<file path="config.mk">
export PLATFORM = sky130hd
export DESIGN_NAME = renode_ahb_manager_bridge
export DESIGN_NICKNAME = d
export VERILOG_FILES = /design/src/rtl/renode_ahb_manager_bridge.sv
export SDC_FILE = /design/constraint.sdc
export NUM_CORES = 1
export LEC_CHECK = 0
export ABC_CLOCK_PERIOD_IN_PS = 4600
export CORE_MARGIN = 2
export CORE_UTILIZATION = 43
export CTS_CLUSTER_DIAMETER = 40
export DETAILED_ROUTE_END_ITERATION = 12
export PLACE_DENSITY = 0.91
export SYNTH_ARGS = -nofsm -noshare
export SYNTH_HDL_FRONTEND = slang
export SYNTH_SLANG_ARGS = --single-unit
</file>
<file path="constraint.sdc">
create_clock -name hclk -period 4.6 [get_ports hclk]
set_clock_uncertainty 0.2 [all_clocks]
set_input_delay 0.92 -clock hclk [delete_from_list [all_inputs] [get_ports hclk]]
set_output_delay 0.92 -clock hclk [all_outputs]
set_load 0.02 [all_outputs]
</file>
<file path="src/rtl/renode_ahb_manager_bridge.sv">
// -----------------------------------------------------------------------------
// renode_ahb_manager_bridge
//
// Purpose:
//   AHB-Lite manager that converts a valid/ready command stream into single,
//   non-pipelined AHB transfers and returns exactly one response per command.
//   Only one transfer is ever outstanding.
//   Commands that are oversized for the data bus or misaligned are answered
//   with an error response and never reach the bus.
//
// Ports:
//   hclk, hreset                      clock, synchronous active-high reset
//   cmd_valid/cmd_ready               command handshake
//   cmd_write/addr/size/wdata         command payload
//   rsp_valid/rsp_ready               response handshake
//   rsp_rdata/rsp_error               response payload
//   haddr/htrans/hwrite/hsize/hburst/hprot/hwdata   AHB manager outputs
//   hready/hrdata/hresp               AHB subordinate returns
// -----------------------------------------------------------------------------
module renode_ahb_manager_bridge #(
    parameter int unsigned AddressWidth = 32,
    parameter int unsigned DataWidth    = 32,
    parameter logic [3:0]  HprotValue   = 4'b0011
) (
    input  logic                    hclk,
    input  logic                    hreset,
    input  logic                    cmd_valid,
    output logic                    cmd_ready,
    input  logic                    cmd_write,
    input  logic [AddressWidth-1:0] cmd_addr,
    input  logic [2:0]              cmd_size,
    input  logic [DataWidth-1:0]    cmd_wdata,
    output logic                    rsp_valid,
    input  logic                    rsp_ready,
    output logic [DataWidth-1:0]    rsp_rdata,
    output logic                    rsp_error,
    output logic [AddressWidth-1:0] haddr,
    output logic [1:0]              htrans,
    output logic                    hwrite,
    output logic [2:0]              hsize,
    output logic [2:0]              hburst,
    output logic [3:0]              hprot,
    output logic [DataWidth-1:0]    hwdata,
    input  logic                    hready,
    input  logic [DataWidth-1:0]    hrdata,
    input  logic                    hresp
);

    // Largest legal hsize: one full data-bus word.
    localparam logic [2:0] MaxSize = (DataWidth == 64) ? 3'd3 : 3'd2;

    localparam logic [1:0] HtransIdle   = 2'b00;
    localparam logic [1:0] HtransNonseq = 2'b10;

    typedef enum logic [2:0] {
        S_IDLE = 3'd0,
        S_ADDR = 3'd1,
        S_DATA = 3'd2,
        S_ERR  = 3'd3,
        S_RESP = 3'd4
    } state_t;

    // A command is legal when it fits the data bus and is naturally aligned.
    function automatic logic cmd_is_legal(input logic [2:0] size, input logic [2:0] addr_lsb);
        logic [2:0] mask;
        mask = 3'b111;
        case (size)
            3'd0:    mask = 3'b000;
            3'd1:    mask = 3'b001;
            3'd2:    mask = 3'b011;
            3'd3:    mask = 3'b111;
            default: mask = 3'b111;
        endcase
        return (size <= MaxSize) && ((addr_lsb & mask) == 3'b000);
    endfunction

    state_t                  r_state;
    logic                    r_rsp_valid;
    logic [DataWidth-1:0]    r_rsp_rdata;
    logic                    r_rsp_error;
    logic [AddressWidth-1:0] r_haddr;
    logic [1:0]              r_htrans;
    logic                    r_hwrite;
    logic [2:0]              r_hsize;
    logic [DataWidth-1:0]    r_hwdata;

    state_t                  w_state_nxt;
    logic                    w_rsp_valid_nxt;
    logic [DataWidth-1:0]    w_rsp_rdata_nxt;
    logic                    w_rsp_error_nxt;
    logic [AddressWidth-1:0] w_haddr_nxt;
    logic [1:0]              w_htrans_nxt;
    logic                    w_hwrite_nxt;
    logic [2:0]              w_hsize_nxt;
    logic [DataWidth-1:0]    w_hwdata_nxt;
    logic                    w_cmd_ready;
    logic                    w_cmd_legal;

    // cmd_ready is the only combinational output; it is masked during reset.
    assign w_cmd_ready = (r_state == S_IDLE) && !hreset;
    assign w_cmd_legal = cmd_is_legal(cmd_size, cmd_addr[2:0]);

    assign cmd_ready = w_cmd_ready;
    assign rsp_valid = r_rsp_valid;
    assign rsp_rdata = r_rsp_rdata;
    assign rsp_error = r_rsp_error;
    assign haddr     = r_haddr;
    assign htrans    = r_htrans;
    assign hwrite    = r_hwrite;
    assign hsize     = r_hsize;
    assign hburst    = 3'b000;
    assign hprot     = HprotValue;
    assign hwdata    = r_hwdata;

    // Next-state and next-output logic for the transfer FSM.
    always_comb begin
        w_state_nxt     = r_state;
        w_rsp_valid_nxt = r_rsp_valid;
        w_rsp_rdata_nxt = r_rsp_rdata;
        w_rsp_error_nxt = r_rsp_error;
        w_haddr_nxt     = r_haddr;
        w_htrans_nxt    = r_htrans;
        w_hwrite_nxt    = r_hwrite;
        w_hsize_nxt     = r_hsize;
        w_hwdata_nxt    = r_hwdata;

        case (r_state)
            S_IDLE: begin
                if (cmd_valid && w_cmd_ready) begin
                    if (w_cmd_legal) begin
                        w_state_nxt  = S_ADDR;
                        w_haddr_nxt  = cmd_addr;
                        w_hwrite_nxt = cmd_write;
                        w_hsize_nxt  = cmd_size;
                        w_hwdata_nxt = cmd_wdata;
                        w_htrans_nxt = HtransNonseq;
                    end else begin
                        // Rejected commands answer directly without touching the bus.
                        w_state_nxt     = S_RESP;
                        w_rsp_valid_nxt = 1'b1;
                        w_rsp_rdata_nxt = {DataWidth{1'b0}};
                        w_rsp_error_nxt = 1'b1;
                    end
                end else begin
                    w_state_nxt = S_IDLE;
                end
            end
            S_ADDR: begin
                // hready low here stalls a foreign data phase; keep NONSEQ steady.
                if (hready) begin
                    w_htrans_nxt = HtransIdle;
                    w_state_nxt  = S_DATA;
                end else begin
                    w_state_nxt = S_ADDR;
                end
            end
            S_DATA: begin
                if (hready) begin
                    w_state_nxt     = S_RESP;
                    w_rsp_valid_nxt = 1'b1;
                    w_rsp_rdata_nxt = r_hwrite ? {DataWidth{1'b0}} : hrdata;
                    w_rsp_error_nxt = hresp;
                end else if (hresp) begin
                    w_state_nxt = S_ERR;
                end else begin
                    w_state_nxt = S_DATA;
                end
            end
            S_ERR: begin
                // Second cycle of the two-cycle ERROR response ends the transfer.
                if (hready) begin
                    w_state_nxt     = S_RESP;
                    w_rsp_valid_nxt = 1'b1;
                    w_rsp_rdata_nxt = {DataWidth{1'b0}};
                    w_rsp_error_nxt = 1'b1;
                end else begin
                    w_state_nxt = S_ERR;
                end
            end
            S_RESP: begin
                if (rsp_ready) begin
                    w_state_nxt     = S_IDLE;
                    w_rsp_valid_nxt = 1'b0;
                end else begin
                    w_state_nxt = S_RESP;
                end
            end
            default: begin
                w_state_nxt     = S_IDLE;
                w_htrans_nxt    = HtransIdle;
                w_rsp_valid_nxt = 1'b0;
            end
        endcase
    end

    // State and registered-output flops with synchronous reset.
    always_ff @(posedge hclk) begin
        if (hreset) begin
            r_state     <= S_IDLE;
            r_rsp_valid <= 1'b0;
            r_rsp_rdata <= {DataWidth{1'b0}};
            r_rsp_error <= 1'b0;
            r_haddr     <= {AddressWidth{1'b0}};
            r_htrans    <= HtransIdle;
            r_hwrite    <= 1'b0;
            r_hsize     <= 3'd0;
            r_hwdata    <= {DataWidth{1'b0}};
        end else begin
            r_state     <= w_state_nxt;
            r_rsp_valid <= w_rsp_valid_nxt;
            r_rsp_rdata <= w_rsp_rdata_nxt;
            r_rsp_error <= w_rsp_error_nxt;
            r_haddr     <= w_haddr_nxt;
            r_htrans    <= w_htrans_nxt;
            r_hwrite    <= w_hwrite_nxt;
            r_hsize     <= w_hsize_nxt;
            r_hwdata    <= w_hwdata_nxt;
        end
    end

endmodule
</file>
==> flow_summary_export.csv, run 1 <==
group,metric,value,unit
sta,rsz0062_at_grt,"no",
sta,max_slew_margin,29.2,%
critical_path,critPathMaxFanout,110,
critical_path,cp_num_cells,3,
clock_tree,numCtsBuffers,9,
placement,post-place-cells,796,
pwr,p_leak,2.32,nW
floorplanning,ios,218,
floorplanning,die_area,0.0105,mm^2
global_route,grt_antenna_before_repair,0,
synth,yosys.area.top_type,"dfxtp_1",
critical_path,cp_slowest_stage_delay,0.78,ns
sta,setup_tns,0,ns
synth,synth-xor-area-share,0,%
critical_path,r2r_cells,5,
synth,syn_inst,491,
synth,synth_cell_types,34,
finish,diodes,0,
hold_path,hp-class,"reg2reg",
detailed_routing,drtIter0Drc,92,
clock_tree,cts_setup_buffers,0,
synth,synth_compound_area_share,11.1,%
finish,drive_above_1_share,4.25,%
detailed_routing,post-route-drc-count,0,
clock_tree,cts_root_buf,"clkbuf_8",
global_route,grt_pass1_vias,3883,
critical_path,critical_path.top_delay_family,"buffers and inverters",
pwr,powerDensity,268,mW/mm^2
critical_path,cp.arrival,2.43,ns
critical_path,timing_worst_setup_path_type,"in2out",
detailed_routing,drt-total-wl,11500,um
pwr,ir_drop,167,uV
synth,ys_seq_area_share,51.0,%
synth,yosys-top-cells-area,"dfxtp_1 (51%), nand2_1 (15%), a21oi_1 (8.3%)",
placement,hpwl,8300,um
critical_path,end_kind,"primary output",
detailed_routing,vias_per_cell,4.84,
finish,final_core_util,68.7,%
clock_tree,cts_hold_buf,0,
global_route,grt_pass1_wl,17500,um
floorplanning,core_area,0.00933,mm^2
pwr,total_power,1.72,mW
global_route,gr-usage-met3,6.84,%
sta,fin_crit_sh,77.2,%
synth,syn_area_per_cell,8.47,um^2
placement,gp_congestion,0.751,
global_route,gr-usage-all-layers,21.0,%
clock_tree,cts-resized-gates,0,
sta,fmax,282,MHz
finish,nFillCells,756,
global_route,use_met1,22.7,%
clock_tree,clk-insertion-delay-late,0.35,ns
sta,maxSlewViolCount,0,
finish,final_common_cell,"clkdlybuf4s50_1",
synth,synth_area,0.00416,mm^2
floorplanning,rows,35,
synth,synth_mux_area_share,8.22,%
sta,fin_crit,3.55,ns
critical_path,required,3.48,ns
global_route,grt_max_degree,111,
sta,timing.final.ws_setup,1.05,ns
hold_path,holdPathStages,2,
clock_tree,cts_tree,"yes",
critical_path,crit_buf_inv,2,
finish,syn_to_final_growth,54.2,%
floorplanning,initial_utilization,44.6,%
critical_path,critical_path.slowest_cell,"buf_4",
detailed_routing,wl_per_cell,14.1,um
clock_tree,cts.clk_slew.worst_paths,0.10,ns
synth,synth.ff_latch_count,106,
sta,hold_viol,0,
detailed_routing,drtPass1Iterations,4,
finish,final_cell_mix,"clkdlybuf4s50_1 (208), nand2_1 (168), dfxtp_1 (106)",
global_route,grt_util_met2,39.2,%
finish,final_nets,784,
placement,pre_cts_ws,1.06,ns
placement,portBuffers,209,
detailed_routing,via_count,3930,
global_route,top_usage_layer,"met2",
job,max_cap_viol_count,0,
sta,tightest_slew,1.06,ns
synth,synth_top_family_by_area,"simple AND/OR/NAND/NOR gates",
sta,final-setup-viol-count,0,
status,status,"complete, no violations",
finish,regArea,0.00212,mm^2
clock_tree,cts.path.max_buffers,2,
synth,ys_warn_count,0,
floorplanning,die_w,102,um
global_route,grt.overflow.total,0,
synth,synth_fa_ha_area_share,0,%
detailed_routing,ant_nets,0,
clock_tree,cts_num_sinks,106,
finish,multi_input_area,0.00180,mm^2
clock_tree,htreeDepth,3,
critical_path,cp-start-kind,"input port",
synth,synthSimpleGateAreaFrac,23.0,%
synth,yosysTopAreaCellShare,51.0,%
critical_path,path_cells,"buf_4 -> nor4_4 -> clkdlybuf4s50_1",
floorplanning,die_y,102,um
finish,layout.cells.non_filler,812,
[worst paths after layout]
path                                             start                     end  slack, ns
worst max register to register   r_state[2]$_SDFF_PP0_  haddr[27]$_SDFFE_PP0P_       2.06
worst min register to register  haddr[25]$_SDFFE_PP0P_  haddr[25]$_SDFFE_PP0P_       0.26
worst max-delay path                            hreset               cmd_ready       1.05
worst min-delay path            haddr[25]$_SDFFE_PP0P_  haddr[25]$_SDFFE_PP0P_       0.26
[flip-flops by register name, summed over array words and instances, names as in the netlist]
name,count
hwdata,32
rsp_valid,1
htrans,1
rsp_error,1
hsize,3
hwrite,1
haddr,32
rsp_rdata,32
r_state,3
[layout make-up]
type,count,share of cell area (%)
Tap cell,129,2.52
Clock buffer,11,2.36
Sequential cell,106,33.1
Timing Repair Buffer,214,33.2
Multi-Input combinational cell,343,28.0
Clock inverter,5,0.585
Inverter,4,0.234
[power by group]
part           internal [mW]  switching [mW]  total, mW  leakage [nW]
Clock                  0.229           0.317      0.546        0.0919
Sequential             0.933          0.0106      0.943         0.856
Combinational          0.133          0.0964      0.229          1.38
[worst register-to-register path, stage by stage (launching register included)]
cell	delay [ns]
dfxtp_1	0.45
nor4_4	0.40
o211a_2	0.73
buf_4	0.44
nand2_1	0.12
a21oi_1	0.15
[synthesized netlist by cell type]
| cell type | instances |
|---|---|
| mux2_2 | 1 |
| a211o_1 | 1 |
| a211oi_1 | 2 |
| nand2_1 | 168 |
| buf_4 | 9 |
| o211ai_1 | 1 |
| a221oi_1 | 1 |
| nor4_4 | 1 |
| nor3_1 | 3 |
| nor2_1 | 4 |
| conb_1 | 2 |
| a221oi_2 | 1 |
| clkbuf_1 | 18 |
| and2_1 | 1 |
| o21bai_1 | 1 |
| nor4b_1 | 1 |
| nor2b_1 | 3 |
| a31oi_1 | 1 |
| nor3b_1 | 1 |
| or2_2 | 1 |
| dfxtp_1 | 106 |
| buf_1 | 1 |
| mux2i_1 | 33 |
| a32oi_1 | 1 |
| a21o_1 | 1 |
| nor4_2 | 1 |
| or3_1 | 1 |
| inv_1 | 4 |
| o21ai_0 | 2 |
| o211a_1 | 2 |
| buf_6 | 6 |
| a21oi_1 | 69 |
| buf_2 | 10 |
| nand2b_1 | 33 |
[routing by layer]
layer | wire length (um) | part of all wire (%)
met3 | 885 | 7.7
met5 | 0 | 0
met2 | 5900 | 51
met4 | 142 | 1.2
met1 | 4550 | 40
[logic make-up (layout without fill, tap and decap cells)]
family	after synthesis	in the layout
simple gates	218	218
flops	106	106
compound gates	83	83
buf+inv	48	234
mux	34	34
other cells	2	8
[metrics by stage]
| step | hold WS (ns) | cell area (um^2) |
|---|---|---|
| 6_report | 0.257 | 6410 |
| 5_1_grt | 0.281 | 6410 |
| 4_1_cts | 0.260 | 6410 |
| 3_5_place_dp | 0.245 | 6220 |
| 3_3_place_gp | 0.240 | 6220 |
| 2_1_floorplan | 0.331 | 4180 |
(Power assumes the default switching activity.)
==> inputs of run 2 (changes only) <==
ABC_CLOCK_PERIOD_IN_PS = 3250   (was 4600)
CORE_UTILIZATION = 36   (was 43)
PLACE_DENSITY = 0.82   (was 0.91)
clock period = 3.25 ns   (was 4.6 ns; I/O delays follow)
==> run 2 against run 1 <==
Sequential power increased by 42%. Utilization fell by 11 points. Largest cell class unchanged. Global-route usage down 2.9 points.
==> flow_summary_export.csv, run 2 (synthesized netlist as in run 1, its figures left out) <==
group,metric,value,unit
status,status,"complete, no violations",
critical_path,critPathMaxFanout,12,
finish,drive_above_1_share,4.23,%
hold_path,holdPathStages,2,
critical_path,cp.arrival,1.94,ns
finish,final_common_cell,"clkdlybuf4s50_1",
finish,final_cell_mix,"clkdlybuf4s50_1 (208), nand2_1 (168), dfxtp_1 (106)",
sta,max_slew_margin,56.7,%
global_route,grt_pass1_wl,18500,um
sta,tightest_slew,0.645,ns
critical_path,end_kind,"primary output",
detailed_routing,post-route-drc-count,0,
detailed_routing,drt-total-wl,11300,um
pwr,total_power,2.75,mW
floorplanning,die_w,111,um
floorplanning,die_area,0.0124,mm^2
global_route,grt_max_degree,69,
sta,final-setup-viol-count,0,
global_route,gr-usage-all-layers,18.1,%
detailed_routing,drtIter0Drc,232,
finish,diodes,0,
sta,setup_tns,0,ns
clock_tree,cts.clk_slew.worst_paths,0.07,ns
placement,hpwl,8340,um
sta,timing.final.ws_setup,0.461,ns
job,max_cap_viol_count,0,
global_route,grt.overflow.total,0,
placement,pre_cts_ws,0.505,ns
floorplanning,initial_utilization,36.7,%
pwr,p_leak,2.40,nW
floorplanning,ios,218,
clock_tree,cts-resized-gates,0,
finish,final_nets,786,
hold_path,hp-class,"reg2reg",
sta,fmax,359,MHz
pwr,powerDensity,417,mW/mm^2
critical_path,r2r_cells,5,
critical_path,cp-start-kind,"flop",
clock_tree,cts.path.max_buffers,2,
placement,gp_congestion,0.794,
sta,fin_crit,2.79,ns
detailed_routing,ant_nets,0,
sta,fin_crit_sh,85.8,%
detailed_routing,drtPass1Iterations,4,
detailed_routing,wl_per_cell,13.7,um
floorplanning,die_y,111,um
clock_tree,numCtsBuffers,9,
floorplanning,core_area,0.0113,mm^2
global_route,grt_pass1_vias,3939,
sta,maxSlewViolCount,0,
sta,hold_viol,0,
detailed_routing,vias_per_cell,4.72,
floorplanning,rows,39,
clock_tree,cts_hold_buf,0,
clock_tree,htreeDepth,3,
placement,portBuffers,209,
clock_tree,cts_setup_buffers,0,
clock_tree,cts_root_buf,"clkbuf_16",
clock_tree,clk-insertion-delay-late,0.33,ns
clock_tree,cts_tree,"yes",
critical_path,required,2.40,ns
sta,rsz0062_at_grt,"no",
detailed_routing,via_count,3910,
global_route,grt_antenna_before_repair,0,
critical_path,timing_worst_setup_path_type,"reg2out",
clock_tree,cts_num_sinks,106,
finish,syn_to_final_growth,58.5,%
pwr,ir_drop,239,uV
run 2: cell types whose count changed in the layout (fill, tap and decap cells not counted), sizes merged:
cell | before | now
buf | 6 | 8
bufinv | 0 | 1
clkbuf | 11 | 12
clkinvlp | 2 | 1
inv | 5 | 4
run 2: report_power, final:
group	leakage, nW	switching, mW	internal (mW)
combinational	1.40	0.138	0.192
clock	0.143	0.464	0.619
sequential	0.856	0.0150	1.32
total	2.40	0.617	2.13
run 2: metal layers:
metal | vias to the layer above | wire [um] | part of all wire, % | track usage, %
met1 | 1786 | 4520 | 40 | 20.0
li1 | 1952 | - | - | -
met5 | - | 0 | 0 | 0
met2 | 150 | 5630 | 50 | 31.7
met3 | 22 | 875 | 7.7 | 5.77
met4 | 0 | 318 | 2.8 | 7.90
run 2: cell type report:
type / instances / area, um^2
sequential: 106 / 2120
multi-input combinational: 343 / 1800
inverter: 4 / 15.0
fill: 983 / 4730
tap: 143 / 179
clock buffer: 12 / 246
timing repair buffer: 216 / 2180
clock inverter: 4 / 51.3
run 2: metrics by stage:
stage                     area (um^2)  cells  hold WS, ns  utilization, %
after floorplan                  4180    497        0.331               -
after global placement           6290    812        0.241            55.6
after detailed placement         6290    812        0.248            55.6
after CTS                        6590    828        0.257            58.2
after global routing             6590    828        0.273            58.2
final                            6590    828        0.252            58.2
run 2: worst max-delay path, stage by stage (launching register included):
cell	delay, ns
dfxtp_1	0.44
nor4_4	0.45
clkdlybuf4s50_1	0.72
run 2: path summary, 6_finish.rpt:
kind / startpoint / end / slack, ns
min: hwdata[11]$_SDFFE_PP0P_ / hwdata[11]$_SDFFE_PP0P_ / 0.25
max: r_state[2]$_SDFF_PP0_ / cmd_ready / 0.46
min reg2reg: hwdata[11]$_SDFFE_PP0P_ / hwdata[11]$_SDFFE_PP0P_ / 0.25
max reg2reg: r_state[2]$_SDFF_PP0_ / hwdata[5]$_SDFFE_PP0P_ / 1.13
